`config.mk`:
```
export PLATFORM = sky130hd
export DESIGN_NAME = fsm_arb
export DESIGN_NICKNAME = d
export VERILOG_FILES = /design/src/rtl/fsm_arb_pkg.sv /design/src/rtl/rr_pick.sv /design/src/rtl/fsm_arb.sv
export SDC_FILE = /design/constraint.sdc
export NUM_CORES = 1
export LEC_CHECK = 0
export BUFFER_PORTS_ARGS = -buffer_cell sky130_fd_sc_hd__buf_2
export CAP_MARGIN = 20
export CORE_AREA = 10 10 47 49
export DETAILED_ROUTE_END_ITERATION = 8
export DIE_AREA = 0 0 57 59
export GPL_ROUTABILITY_DRIVEN = 0
export HOLD_SLACK_MARGIN = 0.1
export PLACE_DENSITY = 0.73
export SYNTH_ARGS = -nofsm -noshare
export SYNTH_HDL_FRONTEND = slang
export SYNTH_SLANG_ARGS = --single-unit
export TNS_END_PERCENT = 50
```
`constraint.sdc`:
```
create_clock -name clk -period 3.3 [get_ports clk]
set_input_delay 0.66 -clock clk [delete_from_list [all_inputs] [get_ports clk]]
set_output_delay 0.66 -clock clk [all_outputs]
set_load 0.02 [all_outputs]
```
`src/rtl/fsm_arb_pkg.sv`:
```
// Shared definitions for the round-robin control-sequence scheduler.
package fsm_arb_pkg;

  localparam int STATE_W = 2;
  typedef logic [STATE_W-1:0] state_t;

  localparam state_t IDLE = 2'd0;
  localparam state_t GO   = 2'd1;
  localparam state_t DONE = 2'd2;

  // Widest requester vector the onehot helper can produce; callers slice it down.
  localparam int ONEHOT_MAX = 32;
  typedef logic [ONEHOT_MAX-1:0] onehot_t;

  // One-hot decode of an index; out-of-range indices decode to all zeros.
  function automatic onehot_t onehot(input int unsigned idx);
    return (idx < ONEHOT_MAX) ? (onehot_t'(1) << idx) : '0;
  endfunction

endpackage

```
`src/rtl/rr_pick.sv`:
```
// Combinational round-robin picker: first set request at ptr, ptr+1, ... wrapping at N-1.
module rr_pick #(
  parameter  int N  = 4,
  localparam int IW = $clog2(N)
) (
  input  logic [N-1:0]  req,
  input  logic [IW-1:0] ptr,
  output logic          valid,
  output logic [IW-1:0] idx
);

  logic [2*N-1:0] dbl;
  logic [N-1:0]   rot;
  int             pos;

  // Rotate requests so bit i means requester (ptr+i) mod N, then take the lowest offset.
  always_comb begin
    dbl   = {req, req} >> ptr;
    rot   = dbl[N-1:0];
    valid = 1'b0;
    idx   = '0;
    pos   = 0;
    for (int i = N - 1; i >= 0; i--) begin
      if (rot[i]) begin
        valid = 1'b1;
        pos   = int'(ptr) + i;
        if (pos >= N) pos = pos - N;
        idx   = IW'(pos);
      end
    end
  end

endmodule

```
`src/rtl/fsm_arb.sv`:
```
// Round-robin scheduler sharing one IDLE->GO->DONE control sequence among N requesters.
// Handshake: req is a level sampled only in IDLE; once granted the transaction always runs
// to completion, and the owner sees gnt for GO+DONE and a single-cycle done in DONE.
module fsm_arb
  import fsm_arb_pkg::*;
#(
  parameter  int N         = 4,
  parameter  int GO_CYCLES = 1,
  localparam int IW        = $clog2(N),
  localparam int CW        = $clog2(GO_CYCLES + 1)
) (
  input  logic          clk,
  input  logic          rst_n,
  input  logic [N-1:0]  req,
  output logic [N-1:0]  gnt,
  output logic [IW-1:0] owner,
  output logic          busy,
  output logic          ctl,
  output logic [N-1:0]  done
);

  state_t        state_q, state_d;
  logic [IW-1:0] ptr_q, ptr_d;
  logic [IW-1:0] owner_q, owner_d;
  logic [CW-1:0] cnt_q, cnt_d;

  logic          pick_valid;
  logic [IW-1:0] pick_idx;
  onehot_t       owner_oh;

  rr_pick #(.N(N)) u_pick (
    .req   (req),
    .ptr   (ptr_q),
    .valid (pick_valid),
    .idx   (pick_idx)
  );

  // State register plus arbitration pointer, owner and GO counter.
  always_ff @(posedge clk or negedge rst_n) begin
    if (!rst_n) begin
      state_q <= IDLE;
      ptr_q   <= '0;
      owner_q <= '0;
      cnt_q   <= '0;
    end else begin
      state_q <= state_d;
      ptr_q   <= ptr_d;
      owner_q <= owner_d;
      cnt_q   <= cnt_d;
    end
  end

  // Next-state and datapath updates; the pointer only advances when a transaction finishes.
  always_comb begin
    state_d = state_q;
    ptr_d   = ptr_q;
    owner_d = owner_q;
    cnt_d   = cnt_q;
    case (state_q)
      IDLE: begin
        if (pick_valid) begin
          owner_d = pick_idx;
          cnt_d   = CW'(GO_CYCLES - 1);
          state_d = GO;
        end
      end
      GO: begin
        if (cnt_q == '0) state_d = DONE;
        else             cnt_d   = cnt_q - CW'(1);
      end
      DONE: begin
        ptr_d   = (owner_q == IW'(N - 1)) ? '0 : owner_q + IW'(1);
        state_d = IDLE;
      end
      default: state_d = IDLE;
    endcase
  end

  // Output decode from registered state and owner only; the illegal code drives everything low.
  always_comb begin
    owner_oh = onehot(32'(owner_q));
    gnt      = '0;
    done     = '0;
    busy     = 1'b0;
    ctl      = 1'b0;
    owner    = owner_q;
    case (state_q)
      IDLE: ;
      GO: begin
        busy = 1'b1;
        ctl  = 1'b1;
        gnt  = owner_oh[N-1:0];
      end
      DONE: begin
        busy = 1'b1;
        gnt  = owner_oh[N-1:0];
        done = owner_oh[N-1:0];
      end
      default: owner = '0;
    endcase
  end

endmodule

```
==> results.md <==
- TritonCTS clock tree: yes
- DR vias: between 400 and 500
- Drt total wl: 1040 um
- Total leakage power: roughly 0.33 nW
- Top cell family by delay on the critical path: flip-flops
- Slew HR: 0.627
- GRT Util Overall: 0.0644
- Min Hold Slack: 0.229 ns
- CTS max path bufs: 2
- Worst Setup Slack, final: between 1 and 1.5 ns
- Final net count: roughly 90
- Clk slew on worst S/H paths: ~0.050 ns
- Drt wl/cell: approximately 12 um
- Cell count after synthesis: 52
- Htree depth: 1
- Initial Util: 0.347
- Post-DP HPWL: ~910 um
- Worst IR Drop VDD: ~0.00036 V
- Hold Fails Final Rpt: 0
- Fin crit share: 0.609
- Fmax: between 0.4 and 0.5 GHz
- Reg-to-Reg Start: state_q[0]
- Period minus WS final: about 2.0 ns
- Initial antenna violation count: 0
- Sequential area share after synthesis: 0.308
- Yosys reg bits: 6
- Post-CTS Hold Fix Bufs: 0
- RSZ-0062 raised after global routing: false
- Post-CTS Setup Bufs: 0
- CP Data Arrival Time: approximately 1.4 ns
- Die width: ~57 um
- Synth Net Count: between 60 and 70
- First-pass iteration count of the detailed router: 2
- Required time of the worst setup path: approximately 2.6 ns
- Vias in the first global route: ~430
- Pwr dens: roughly 950 mW/mm^2
- Most frequent cells in the layout: 17 x buf_2, 8 x and2_1, 8 x ha_1
- Worst Path Buf+Inv: 2
- Cells along the critical path: inv_1, ha_1, and2_1, buf_2
- Num CTS Buffers: 3
- Syn_area_per_cell: 9.36 sq um
- End of the worst register-to-register path: ptr_q[0]
- Area growth, synth to finish: 26.2%
- Pre-CTS setup slack: between 1.5 and 2 ns
- Max-Cap Viols: 0
- Root Driver: clkbuf_4
- Final Power: 0.585 mW
- Fin. max-slew vios: 0
- Critical path's slowest cell: dfrtp_1
- CP Launch Type: register
- R2r setup slk: between 2 and 2.5 ns
- Worst stage delay on the critical path: between 0.3 and 0.4 ns
- Crit-path max FO: 5
- CP Class: register to output pin
- Ys Warns: 0
- Crit path capture: gnt[2]
- ANT cells: 0
- Gates resized, CTS repair: 0
- Vias per cell: around 4.7
- Post-Route Setup TNS: 0 ns
- Pin count of the biggest net entering global routing: 7
- Initial DRC count: 1
- Die Footprint: about 0.0034 sq mm
- IO buf count: 17
- Final setup vio count: 0
- Netlist cell types: 20
- Fillers: 148
- Slew @ Worst Pin: 0.553 ns
- Outcome: complete, no violations
- Mapped Area: 487 sq um
- I/O pin count: 18
- CP Capture Type: output pin
- CP Launch Point: state_q[0]
- Util after Layout: 0.438
- Reg2reg path depth: 3
- Layout cell share with drive strength beyond 1: 0.347
- Worst path depth: 4
- Die height: roughly 60 um
- GRT overflow: 0
- Hold WC Path Type: primary input to asynchronous set/reset pin
- DRC Markers: 0
- Post-DRT Antenna Nets: 0
- Row count: 14
- Core Region: 0.00140 sq mm
- First-pass GRT wire length: roughly 1800 um
- Most common cell after layout, fill and taps aside: buf_2
- Clock Skews: about 0.0072 ns
- Worst skew pair latency: about 0.24 ns
- # clock sinks: 6
flip-flops by register name, indices dropped and copies added (netlist names):
register  count
owner_q       2
ptr_q         2
state_q       2
report_power, final:
part / switching [mW] / total, mW / internal, mW / leakage [nW]
Sequential: 0.0416 / 0.153 / 0.111 / 0.0728
Combinational: 0.220 / 0.368 / 0.148 / 0.245
Clock: 0.0241 / 0.0651 / 0.0410 / 0.0138
Total: 0.286 / 0.585 / 0.300 / 0.331
layout make-up:
type / instances / area, sq um / area share
timing repair buffer: 17 / 85.1 / 0.138
clock buffer: 3 / 22.5 / 0.0367
multi-input combinational: 40 / 314 / 0.511
tap: 16 / 20.0 / 0.0326
inverter: 6 / 22.5 / 0.0367
sequential: 6 / 150 / 0.244
Yosys cell counts (all sizes together):
| cell | instances | share of area |
|---|---|---|
| o41ai | 1 | 0.018 |
| a311oi | 1 | 0.018 |
| o221ai | 1 | 0.018 |
| and2 | 8 | 0.10 |
| a21oi | 2 | 0.021 |
| nand2 | 3 | 0.023 |
| o31ai | 2 | 0.041 |
| ha | 8 | 0.21 |
| nand2b | 1 | 0.013 |
| or2b | 1 | 0.015 |
| o21ai | 2 | 0.028 |
| or4 | 1 | 0.023 |
| dfrtp | 6 | 0.31 |
| mux2 | 2 | 0.046 |
| nor2 | 5 | 0.039 |
| nor2b | 1 | 0.013 |
| inv | 6 | 0.046 |
| mux2i | 1 | 0.021 |
metal layers:
metal | track usage | vias to the layer above | wire length (um)
met1 | 0.0738 | 182 | 485
met2 | 0.0899 | 16 | 426
met5 | 0 | - | 0
li1 | - | 218 | -
met3 | 0.0365 | 0 | 123
met4 | 0.0403 | 0 | 0
through the flow:
step	instances	cell area, sq um
after detailed placement	85	592
final	88	614
after CTS	88	614
after global routing	88	614
after global placement	85	592
after floorplan	52	487
logic make-up after synthesis:
logic type,share of synthesized area
AOI/OAI and AO/OA,0.144
buffers and inverters,0.0463
and+or+nand+nor,0.229
muxes,0.0668
adders and majority gates,0.206
DFF,0.308
worst reg2reg max path: cells and delay by family, from the launching register on:
family                     cells  cell delay (ns)
adders and majority gates      1             0.25
DFF                            1             0.41
buffers and inverters          1             0.09
muxes                          1             0.36
how the worst min path moves through the flow:
stage                      end  slack, ns
CTS                   ptr_q[1]       0.23
floorplan           owner_q[0]       0.36
detailed placement  state_q[0]       0.49
global placement    state_q[0]       0.49
finish                ptr_q[1]       0.23
global route          ptr_q[1]       0.24
Note: power is estimated with default switching activity, not from simulation.
